## src/rtl/pe_mslot.sv

```systemverilog
// rtl/pe_mslot.sv - systolic PE with multi-slot weight store and 3-stage MAC
// Weights arrive by PE ID on a daisy-chained load bus; each pop consumes the next slot.
module pe_mslot #(
  parameter int ID_VAL         = 0,
  parameter int ID_WIDTH       = 6,
  parameter int IN_DATA_WIDTH  = 8,
  parameter int OUT_DATA_WIDTH = 24,
  parameter int WGT_DEPTH      = 4,
  parameter int SIGNED_MODE    = 0,
  parameter int SAT_EN         = 0
) (
  input  logic                      clk,
  input  logic                      rst,
  input  logic                      i_wgt_clr,
  input  logic                      i_load_vld,
  input  logic [ID_WIDTH-1:0]       i_load_id,
  input  logic [IN_DATA_WIDTH-1:0]  i_load_data,
  output logic                      o_load_vld,
  output logic [ID_WIDTH-1:0]       o_load_id,
  output logic [IN_DATA_WIDTH-1:0]  o_load_data,
  output logic                      o_wgt_full,
  input  logic                      i_pop_vld,
  input  logic [IN_DATA_WIDTH-1:0]  i_left_data,
  input  logic [OUT_DATA_WIDTH-1:0] i_up_data,
  output logic                      o_right_pop_vld,
  output logic [IN_DATA_WIDTH-1:0]  o_right_data,
  output logic                      o_down_vld,
  output logic [OUT_DATA_WIDTH-1:0] o_down_data,
  output logic                      o_sat
);
  localparam int IW = IN_DATA_WIDTH;
  localparam int OW = OUT_DATA_WIDTH;
  localparam int PW = $clog2(WGT_DEPTH);
  localparam int CW = PW + 1;
  localparam logic SGN = (SIGNED_MODE != 0);

  logic [IW-1:0]     wgt_q [WGT_DEPTH];
  logic [IW-1:0]     wgt_d [WGT_DEPTH];
  logic [PW-1:0]     load_ptr_q, load_ptr_d, pop_ptr_q, pop_ptr_d;
  logic [CW-1:0]     cnt_q, cnt_d;
  logic              full_q, full_d;
  logic              load_vld_q, load_vld_d;
  logic [ID_WIDTH-1:0] load_id_q, load_id_d;
  logic [IW-1:0]     load_data_q, load_data_d;
  logic              right_vld_q, right_vld_d;
  logic [IW-1:0]     right_data_q, right_data_d;
  logic              s1_vld_q, s1_vld_d, s2_vld_q, s2_vld_d;
  logic [IW-1:0]     s1_left_q, s1_left_d, s1_wgt_q, s1_wgt_d;
  logic [OW-1:0]     s1_up_q, s1_up_d, s2_up_q, s2_up_d;
  logic [2*IW-1:0]   s2_prod_q, s2_prod_d;
  logic              down_vld_q, down_vld_d, sat_q, sat_d;
  logic [OW-1:0]     down_data_q, down_data_d;

  logic              hit, ovf;
  logic [2*IW-1:0]   left_x, wgt_x;
  logic [OW:0]       prod_x, up_x, sum;

  always_comb begin
    hit          = i_load_vld && (i_load_id == ID_WIDTH'(ID_VAL));
    wgt_d        = wgt_q;
    load_ptr_d   = load_ptr_q;
    pop_ptr_d    = pop_ptr_q;
    cnt_d        = cnt_q;
    if (i_wgt_clr) begin
      load_ptr_d = '0;
      pop_ptr_d  = '0;
      cnt_d      = '0;
    end else begin
      if (hit) begin
        wgt_d[load_ptr_q] = i_load_data;
        load_ptr_d        = load_ptr_q + PW'(1);
        if (cnt_q != CW'(WGT_DEPTH)) cnt_d = cnt_q + CW'(1);
      end
      if (i_pop_vld) pop_ptr_d = pop_ptr_q + PW'(1);
    end
    full_d       = (cnt_d == CW'(WGT_DEPTH));
    load_vld_d   = i_load_vld && !hit;
    load_id_d    = i_load_id;
    load_data_d  = i_load_data;
    right_vld_d  = i_pop_vld;
    right_data_d = i_left_data;

    // Stage 1 reads the pre-write slot contents, so a same-cycle load is not seen.
    s1_vld_d  = i_pop_vld;
    s1_left_d = i_left_data;
    s1_up_d   = i_up_data;
    s1_wgt_d  = wgt_q[pop_ptr_q];

    left_x    = {{IW{SGN & s1_left_q[IW-1]}}, s1_left_q};
    wgt_x     = {{IW{SGN & s1_wgt_q[IW-1]}}, s1_wgt_q};
    s2_vld_d  = s1_vld_q;
    s2_prod_d = left_x * wgt_x;
    s2_up_d   = s1_up_q;

    prod_x = {{(OW+1-2*IW){SGN & s2_prod_q[2*IW-1]}}, s2_prod_q};
    up_x   = {SGN & s2_up_q[OW-1], s2_up_q};
    sum    = prod_x + up_x;
    ovf    = SGN ? (sum[OW] != sum[OW-1]) : sum[OW];
    down_vld_d  = s2_vld_q;
    down_data_d = sum[OW-1:0];
    sat_d       = 1'b0;
    if ((SAT_EN != 0) && ovf) begin
      sat_d = s2_vld_q;
      if (SGN) down_data_d = sum[OW] ? {1'b1, {(OW-1){1'b0}}} : {1'b0, {(OW-1){1'b1}}};
      else     down_data_d = '1;
    end
  end

  always_ff @(posedge clk or posedge rst) begin
    if (rst) begin
      for (int i = 0; i < WGT_DEPTH; i++) wgt_q[i] <= '0;
      load_ptr_q   <= '0;
      pop_ptr_q    <= '0;
      cnt_q        <= '0;
      full_q       <= 1'b0;
      load_vld_q   <= 1'b0;
      load_id_q    <= '0;
      load_data_q  <= '0;
      right_vld_q  <= 1'b0;
      right_data_q <= '0;
      s1_vld_q     <= 1'b0;
      s1_left_q    <= '0;
      s1_up_q      <= '0;
      s1_wgt_q     <= '0;
      s2_vld_q     <= 1'b0;
      s2_prod_q    <= '0;
      s2_up_q      <= '0;
      down_vld_q   <= 1'b0;
      down_data_q  <= '0;
      sat_q        <= 1'b0;
    end else begin
      wgt_q        <= wgt_d;
      load_ptr_q   <= load_ptr_d;
      pop_ptr_q    <= pop_ptr_d;
      cnt_q        <= cnt_d;
      full_q       <= full_d;
      load_vld_q   <= load_vld_d;
      load_id_q    <= load_id_d;
      load_data_q  <= load_data_d;
      right_vld_q  <= right_vld_d;
      right_data_q <= right_data_d;
      s1_vld_q     <= s1_vld_d;
      s1_left_q    <= s1_left_d;
      s1_up_q      <= s1_up_d;
      s1_wgt_q     <= s1_wgt_d;
      s2_vld_q     <= s2_vld_d;
      s2_prod_q    <= s2_prod_d;
      s2_up_q      <= s2_up_d;
      down_vld_q   <= down_vld_d;
      down_data_q  <= down_data_d;
      sat_q        <= sat_d;
    end
  end

  assign o_load_vld      = load_vld_q;
  assign o_load_id       = load_id_q;
  assign o_load_data     = load_data_q;
  assign o_wgt_full      = full_q;
  assign o_right_pop_vld = right_vld_q;
  assign o_right_data    = right_data_q;
  assign o_down_vld      = down_vld_q;
  assign o_down_data     = down_data_q;
  assign o_sat           = sat_q;
endmodule

```

## config.mk

```make
export PLATFORM = sky130hd
export DESIGN_NAME = pe_mslot
export DESIGN_NICKNAME = d
export VERILOG_FILES = /design/src/rtl/pe_mslot.sv
export SDC_FILE = /design/constraint.sdc
export NUM_CORES = 1
export LEC_CHECK = 0
export ABC_AREA = 1
export CELL_PAD_IN_SITES_DETAIL_PLACEMENT = 0
export CELL_PAD_IN_SITES_GLOBAL_PLACEMENT = 1
export CORE_ASPECT_RATIO = 1.2
export CORE_MARGIN = 2
export CORE_UTILIZATION = 39
export CTS_CLUSTER_DIAMETER = 60
export CTS_CLUSTER_SIZE = 14
export DETAILED_ROUTE_END_ITERATION = 6
export MAX_ROUTING_LAYER = met4
export PLACE_DENSITY = 0.83
export SETUP_SLACK_MARGIN = 0.1
export SLEW_MARGIN = 30
export SYNTH_ARGS = -nofsm -noshare
export SYNTH_HDL_FRONTEND = slang
export SYNTH_SLANG_ARGS = --single-unit
```

## constraint.sdc

```tcl
create_clock -name clk -period 5.3 [get_ports clk]
set_input_delay 1.06 -clock clk [delete_from_list [all_inputs] [get_ports clk]]
set_output_delay 1.06 -clock clk [all_outputs]
set_load 0.02 [all_outputs]
```

==> results.md, run 1 <==
- Final setup viols: 0
- #FFs+latches synth: 162
- Hold_ws: 0.347 ns
- Clock skew: 0.00649 ns
- RSZ-0062 raised after global routing: false
- Final TNS setup: 0 ns
- Post-Synth XOR/XNOR Area: 2.21%
- Reg clk slew, reported paths: 0.07 ns
- Clock buffer count from CTS: 17
- Sequential share of power: 37.7%
- Internal: 2550 uW
- H-tree Lvls: 4
- First-pass GRT wire length: 30.6 mm
- GPL Wtd Cong: 0.852
- Crit path launch: s1_left_q[2]$_DFF_PP0_
- Worst path slowest cell: fa_1
- Most Frequent Cell on Critical Path: nand2_1
- Vias in the first global route: 6466
- Maxcap violations: 0
- Clk_lat worst skew: 0.42 ns
- Worst setup path end: s2_prod_q[13]$_DFF_PP0_
- Residual DRC count: 0
- PortBufs: 100
- Vias per inst: 4.55
- Core area: 21800 um^2
- Sw Share: 33.8%
- Antenna Nets Post-Route: 0
- Die area: 23500 um^2
- Worst Setup End Kind: flop
- Slew Limit Fails: 0
- Num Clock Sinks: 162
- CP top delay family: adder cells
- Synth area leaders: dfrtp_1, nand2_1, inv_1
- GR Overflow Total: 0
- Most frequent cells in the layout: nand2_1, inv_1, dfrtp_1
- CP max stage delay: 0.56 ns
- Syn nets: 1129
- Drt total wl: 18.0 mm
- Syn avg cell area: 8.86 um^2
- Die span in x: 140 um
- Post-synthesis cell area: 8710 um^2
- Largest net degree at the start of global routing: 89
- Yosys cell types: 34
- Finished Core Util: 48.4%
- Root Driver: clkbuf_16
- Post-synthesis compound-gate area fraction: 5.69%
- Post-Synth Simple-Gate Area: 18.7%
- Reg2Reg Depth: 16
- Kind of critical path: reg -> reg
- Clock buffer depth: 2
- Initial antenna violation count: 0
- Sequential share of the synthesized area: 46.6%
- Pwr Density: 365 nW/um^2
- WP data required: 5.61 ns
- R2r endpoint: s2_prod_q[13]$_DFF_PP0_
- Reg-to-Reg Start: s1_left_q[2]$_DFF_PP0_
- Worst slew pin tran: 0.777 ns
- Share of the synthesized area in the top cell type: 46.6%
- Critical path cell sequence: nand2_1 > inv_1 > fa_1 > fa_1 > inv_1 > fa_1 > fa_1 > inv_1 > ha_1 > nand2_1 > o21ai_0 > nand3_1 > nand2_1 > nand2_1 > nand3_1 > nand2_1
- Initial cell density of the core: 40.0%
- Antenna fix cells: 0
- Hold WC Path Type: reg -> reg
- Initial DRC count: 292
- Outcome: complete, no violations
- CP Max Fanout: 9
- # IOs: 102
- Die H: 168 um
- Flop2flop setup slack: 1.10 ns
- Post-synthesis mux area share: 0%
- Yosys warns: 0
- Final instance area: 10500 um^2
- WL/cell: 13.2 um
- # Post-CTS Setup Buffers: 0
- Via count: 6226
- Row count: 59
- Synth area leader: dfrtp_1
- Final hold vios: 0
- TritonCTS clock tree: built
- Gate power share: 30.3%
- Syn Inst Count: 983
- Layout net count: 1226
- Fin crit share: 79.3%
- WP buf/inv: 3
- Minimum clock period: 4.20 ns
- Post-Place Cell Area: 9960 um^2
- Worst slew margin: 48.2%
- Levels on crit path: 16
- Worst Setup Start Kind: flop
- Ratio of cells with drive above 1 in the final layout: 4.85%
- Most common cell after layout, fill and taps aside: nand2_1
- DRT Pass-1 Iters: 5
- GRT Util Overall: 16.7%
- Clock Power Share: 32.0%
- Layout area overhead: 21.2%
- Sw power: 1300 uW
- WP data arrival: 4.52 ns
- DPL Wire Length: 14.1 mm
- Post-cts sizing count: 0
- Tot Pwr: 3860 uW
- # hold bufs at CTS: 0
- Max Freq: 0.238 GHz
- Static leakage: 0.00578 uW
- IR drop worst, VDD: 0.218 mV
- Largest family of logic cells by synthesized area: simple AND/OR/NAND/NOR gates
- Synth Area in Adders: 16.8%
[cell usage after synthesis, drive strengths merged]
| master | number |
|---|---|
| a21oi | 20 |
| and2 | 4 |
| and3 | 1 |
| buf | 7 |
| clkbuf | 17 |
| conb | 1 |
| dfrtp | 162 |
| fa | 37 |
| ha | 58 |
| inv | 198 |
| nand2 | 280 |
| nand3 | 37 |
| nand3b | 1 |
| nand4 | 8 |
| nor2 | 59 |
| nor3 | 1 |
| o211ai | 1 |
| o21a | 2 |
| o21ai | 57 |
| o21bai | 1 |
| o22ai | 8 |
| or2 | 1 |
| xnor2 | 4 |
| xor2 | 18 |
[metrics by stage]
step	setup slack (ns)	std cells
floorplan	1.27	983
global placement	1.25	1335
detailed placement	1.12	1335
CTS	1.08	1367
global route	0.861	1367
finish	1.10	1367
[power groups by stage]
| stage | Clock, uW | Sequential, uW | Combinational (uW) |
|---|---|---|---|
| global route | 1320 | 1470 | 1330 |
| global placement | 0 | 1470 | 1170 |
| floorplan | 0 | 1530 | 721 |
| detailed placement | 0 | 1480 | 1190 |
| finish | 1230 | 1450 | 1170 |
| CTS | 1260 | 1460 | 1190 |
[cells by family after synthesis]
family          after synthesis
fa+ha+maj                    95
xor+xnor                     22
compound gates               89
simple gates                392
other cells                   1
buf+inv                     222
flops                       162
[worst reg2reg max path, cell delays in order, from the launching register on]
cell	delay [ns]
dfrtp_1	0.49
nand2_1	0.11
inv_1	0.06
fa_1	0.43
fa_1	0.54
inv_1	0.06
fa_1	0.49
fa_1	0.56
inv_1	0.04
ha_1	0.36
nand2_1	0.09
o21ai_0	0.41
nand3_1	0.13
nand2_1	0.13
nand2_1	0.07
nand3_1	0.07
nand2_1	0.06
[registers in the layout, indices dropped and copies added, names as in the netlist, 2 cells and up]
| register | cells |
|---|---|
| s1_up_q | 24 |
| s1_left_q | 8 |
| s2_prod_q | 16 |
| cnt_q | 3 |
| wgt_q | 32 |
| o_load_id | 6 |
| s1_wgt_q | 8 |
| o_down_data | 24 |
| pop_ptr_q | 2 |
| load_ptr_q | 2 |
| s2_up_q | 24 |
| o_load_data | 8 |
[layout make-up]
type	instances	area (um^2)
fillers	2058	11200
clock buffers	18	439
clock inverters	14	153
flip-flops and latches	162	4050
multi-input cells	599	3780
inverters	198	747
well taps	274	343
repair buffers	102	1030
[how the worst min path moves through the flow]
stage / endpoint / slack [ns] / start / cells after the start
floorplan: o_down_vld$_DFF_PP0_ / 0.33 / down_vld_d$_DFF_PP0_ / 0
global placement: o_down_vld$_DFF_PP0_ / 0.33 / down_vld_d$_DFF_PP0_ / 0
detailed placement: s2_up_q[22]$_DFF_PP0_ / 0.33 / s1_up_q[22]$_DFF_PP0_ / 0
CTS: s2_up_q[13]$_DFF_PP0_ / 0.35 / s1_up_q[13]$_DFF_PP0_ / 0
global route: s2_up_q[6]$_DFF_PP0_ / 0.36 / s1_up_q[6]$_DFF_PP0_ / 0
finish: s2_up_q[13]$_DFF_PP0_ / 0.35 / s1_up_q[13]$_DFF_PP0_ / 0
[layer usage]
layer  routed length, um  GRT usage (%)
met1                7430           18.3
met2                9770           30.8
met3                 503           3.09
met4                 285           5.14
met5                   0              -
(Power assumes the default switching activity.)
==> run 2, diff against run 1 <==
- clock period: 5.3 -> 3.8 ns (I/O delays scaled with it)
==> run 2 against run 1 <==
Against the previous run:
- core utilization rose by 1.9 points
- largest cell class unchanged
- via count rose by 2.0%
- highest routed layer unchanged
- clock-buffer cell count fell by 1
- routed wire length rose by 3.7%
- non-clock buffer count rose by 26
- critical path type unchanged
==> results.md, run 2 (synthesized netlist as in run 1, its figures left out) <==
- Biggest register: wgt_q
- Antenna Nets Post-Route: 0 (unchanged)
- # IOs: 102 (unchanged)
- Initial antenna violation count: 0 (unchanged)
- Worst slew pin tran: 0.829 ns (+0.0521 ns)
- Fin crit share: 97.6% (+18 points)
- Most common cell after layout, fill and taps aside: nand2_1
- Die span in x: 140 um (unchanged)
- Die H: 168 um (unchanged)
- Row count: 59 (unchanged)
- Max reg flops: 32 (unchanged)
- Core area: 21800 um^2 (unchanged)
- Hold WC Path Type: reg -> reg
- Via count: 6352 (+2.0%)
- PortBufs: 100 (unchanged)
- Num Clock Sinks: 162 (unchanged)
- Clock buffer depth: 2 (unchanged)
- Max Freq: 0.270 GHz (+13%)
- Pwr Density: 514 nW/um^2 (+41%)
- Final setup viols: 0 (unchanged)
- GPL Wtd Cong: 0.850 (-0.27%)
- CP Max Fanout: 5 (-4)
- Layout net count: 1252 (+2.1%)
- Clk_lat worst skew: 0.43 ns (about the same)
- TritonCTS clock tree: built
- WP data arrival: 4.03 ns (-0.49 ns)
- IR drop worst, VDD: 0.314 mV (+44%)
- GR Overflow Total: 0 (unchanged)
- # hold bufs at CTS: 0 (unchanged)
- Most frequent cells in the layout: nand2_1, inv_1, dfrtp_1
- Slew Limit Fails: 0 (unchanged)
- Outcome: complete, no violations
- Residual DRC count: 0 (unchanged)
- Die area: 23500 um^2 (unchanged)
- Final hold vios: 0 (unchanged)
- Maxcap violations: 0 (unchanged)
- Vias in the first global route: 6489 (+0.36%)
- Static leakage: 0.00590 uW (+2.1%)
- WL/cell: 13.4 um (+1.7%)
- Clock buffer count from CTS: 17 (unchanged)
- Worst slew margin: 44.7% (-3.5 points)
- Minimum clock period: 3.71 ns (-0.495 ns)
- GRT Util Overall: 17.1% (+0.32 points)
- H-tree Lvls: 4 (unchanged)
- Drt total wl: 18.6 mm (+3.7%)
- Clock skew: 0.0136 ns (+0.00707 ns)
- Reg clk slew, reported paths: 0.07 ns (about the same)
- Vias per inst: 4.56 (+0.12%)
- Worst Setup Start Kind: flop
- DPL Wire Length: 13.8 mm (-2.0%)
- Kind of critical path: reg -> reg
- Root Driver: clkbuf_16
- DRT Pass-1 Iters: 4 (-1)
- Worst Setup End Kind: flop
- First-pass GRT wire length: 31.3 mm (+2.3%)
- Initial DRC count: 280 (-4.1%)
- RSZ-0062 raised after global routing: true
- Tot Pwr: 5640 uW (+46%)
- Layout area overhead: 25.9%
- Largest net degree at the start of global routing: 163 (+83%)
- WP data required: 4.12 ns (-1.49 ns)
- Ratio of cells with drive above 1 in the final layout: 11.7% (+6.9 points)
- Post-Place Cell Area: 10000 um^2 (+0.84%)
- Final instance area: 11000 um^2 (+3.9%)
- Antenna fix cells: 0 (unchanged)
- Initial cell density of the core: 40.0% (unchanged)
- Number of fill cells in the layout: 2035 (-1.1%)
==> run 2: cell count changes in the layout (fill, tap and decap cells not counted), sizes merged <==
cell	change
clkbuf	-1
inv	+3
clkinv	-1
clkinvlp	-1
buf	+26
==> run 2: worst max-delay path, stage by stage (launching register included) <==
cell	delay, ns
dfrtp_2	0.47
nand2_2	0.09
inv_2	0.04
fa_1	0.52
inv_1	0.05
fa_1	0.48
fa_1	0.49
inv_1	0.05
fa_1	0.55
ha_4	0.24
a21oi_4	0.15
o21a_1	0.14
nand2_2	0.07
buf_4	0.13
xor2_1	0.13
==> run 2: layer usage <==
layer | vias to the layer above | part of all wire [%] | track usage [%]
met3 | 25 | 2.7 | 3.12
met2 | 94 | 54 | 30.0
li1 | 3223 | - | -
met4 | 0 | 1.9 | 5.40
met5 | - | 0 | -
met1 | 3010 | 42 | 19.8
==> run 2: path summary, 6_finish.rpt <==
| check | slack [ns] | startpoint | depth (start not counted) | end |
|---|---|---|---|---|
| min | 0.35 | s1_up_q[8]$_DFF_PP0_ | 0 | s2_up_q[8]$_DFF_PP0_ |
| max | 0.09 | s1_left_q[5]$_DFF_PP0_ | 14 | s2_prod_q[10]$_DFF_PP0_ |
| max in group asynchronous | 2.21 | rst | 3 | s1_wgt_q[6]$_DFF_PP0_ |
| max reg2reg | 0.09 | s1_left_q[5]$_DFF_PP0_ | 14 | s2_prod_q[10]$_DFF_PP0_ |
| min in group asynchronous | 0.92 | rst | 3 | s1_up_q[1]$_DFF_PP0_ |
| min reg2reg | 0.35 | s1_up_q[8]$_DFF_PP0_ | 0 | s2_up_q[8]$_DFF_PP0_ |
==> run 2: cell type report <==
cell class | instances | area [um^2] | area share (%)
clock buffers | 17 | 425 | 3.88
clock inverters | 15 | 193 | 1.76
inverters | 198 | 747 | 6.81
multi-input cells | 599 | 3960 | 36.1
flip-flops and latches | 162 | 4070 | 37.1
well taps | 274 | 343 | 3.13
repair buffers | 128 | 1220 | 11.2
==> run 2: power breakdown <==
group | switching (uW) | internal (uW)
Sequential | 99.5 | 1930
Combinational | 1070 | 753
Clock | 785 | 1000
Total | 1960 | 3680
==> run 2: what timing repair did <==
item,CTS,global route
pin swaps,10,38
endpoints found under the setup margin,7,9
resized for setup,12,30
endpoints found under the hold margin,0,0
cloned,0,0
buffers inserted,11,14
==> run 2: through the flow <==
| step | instances | utilization (%) | TNS (ns) | worst slack [ns] | hold slack, ns |
|---|---|---|---|---|---|
| finish | 1393 | 50.4 | 0 | 0.0916 | 0.348 |
| global placement | 1336 | 46.1 | 0 | 0.0700 | 0.333 |
| floorplan | 983 | - | 0 | 0.108 | 0.331 |
| detailed placement | 1336 | 46.1 | 0 | 0.0296 | 0.335 |
| global route | 1393 | 50.4 | -0.136 | -0.0458 | 0.355 |
| CTS | 1379 | 49.5 | 0 | 0.0751 | 0.352 |
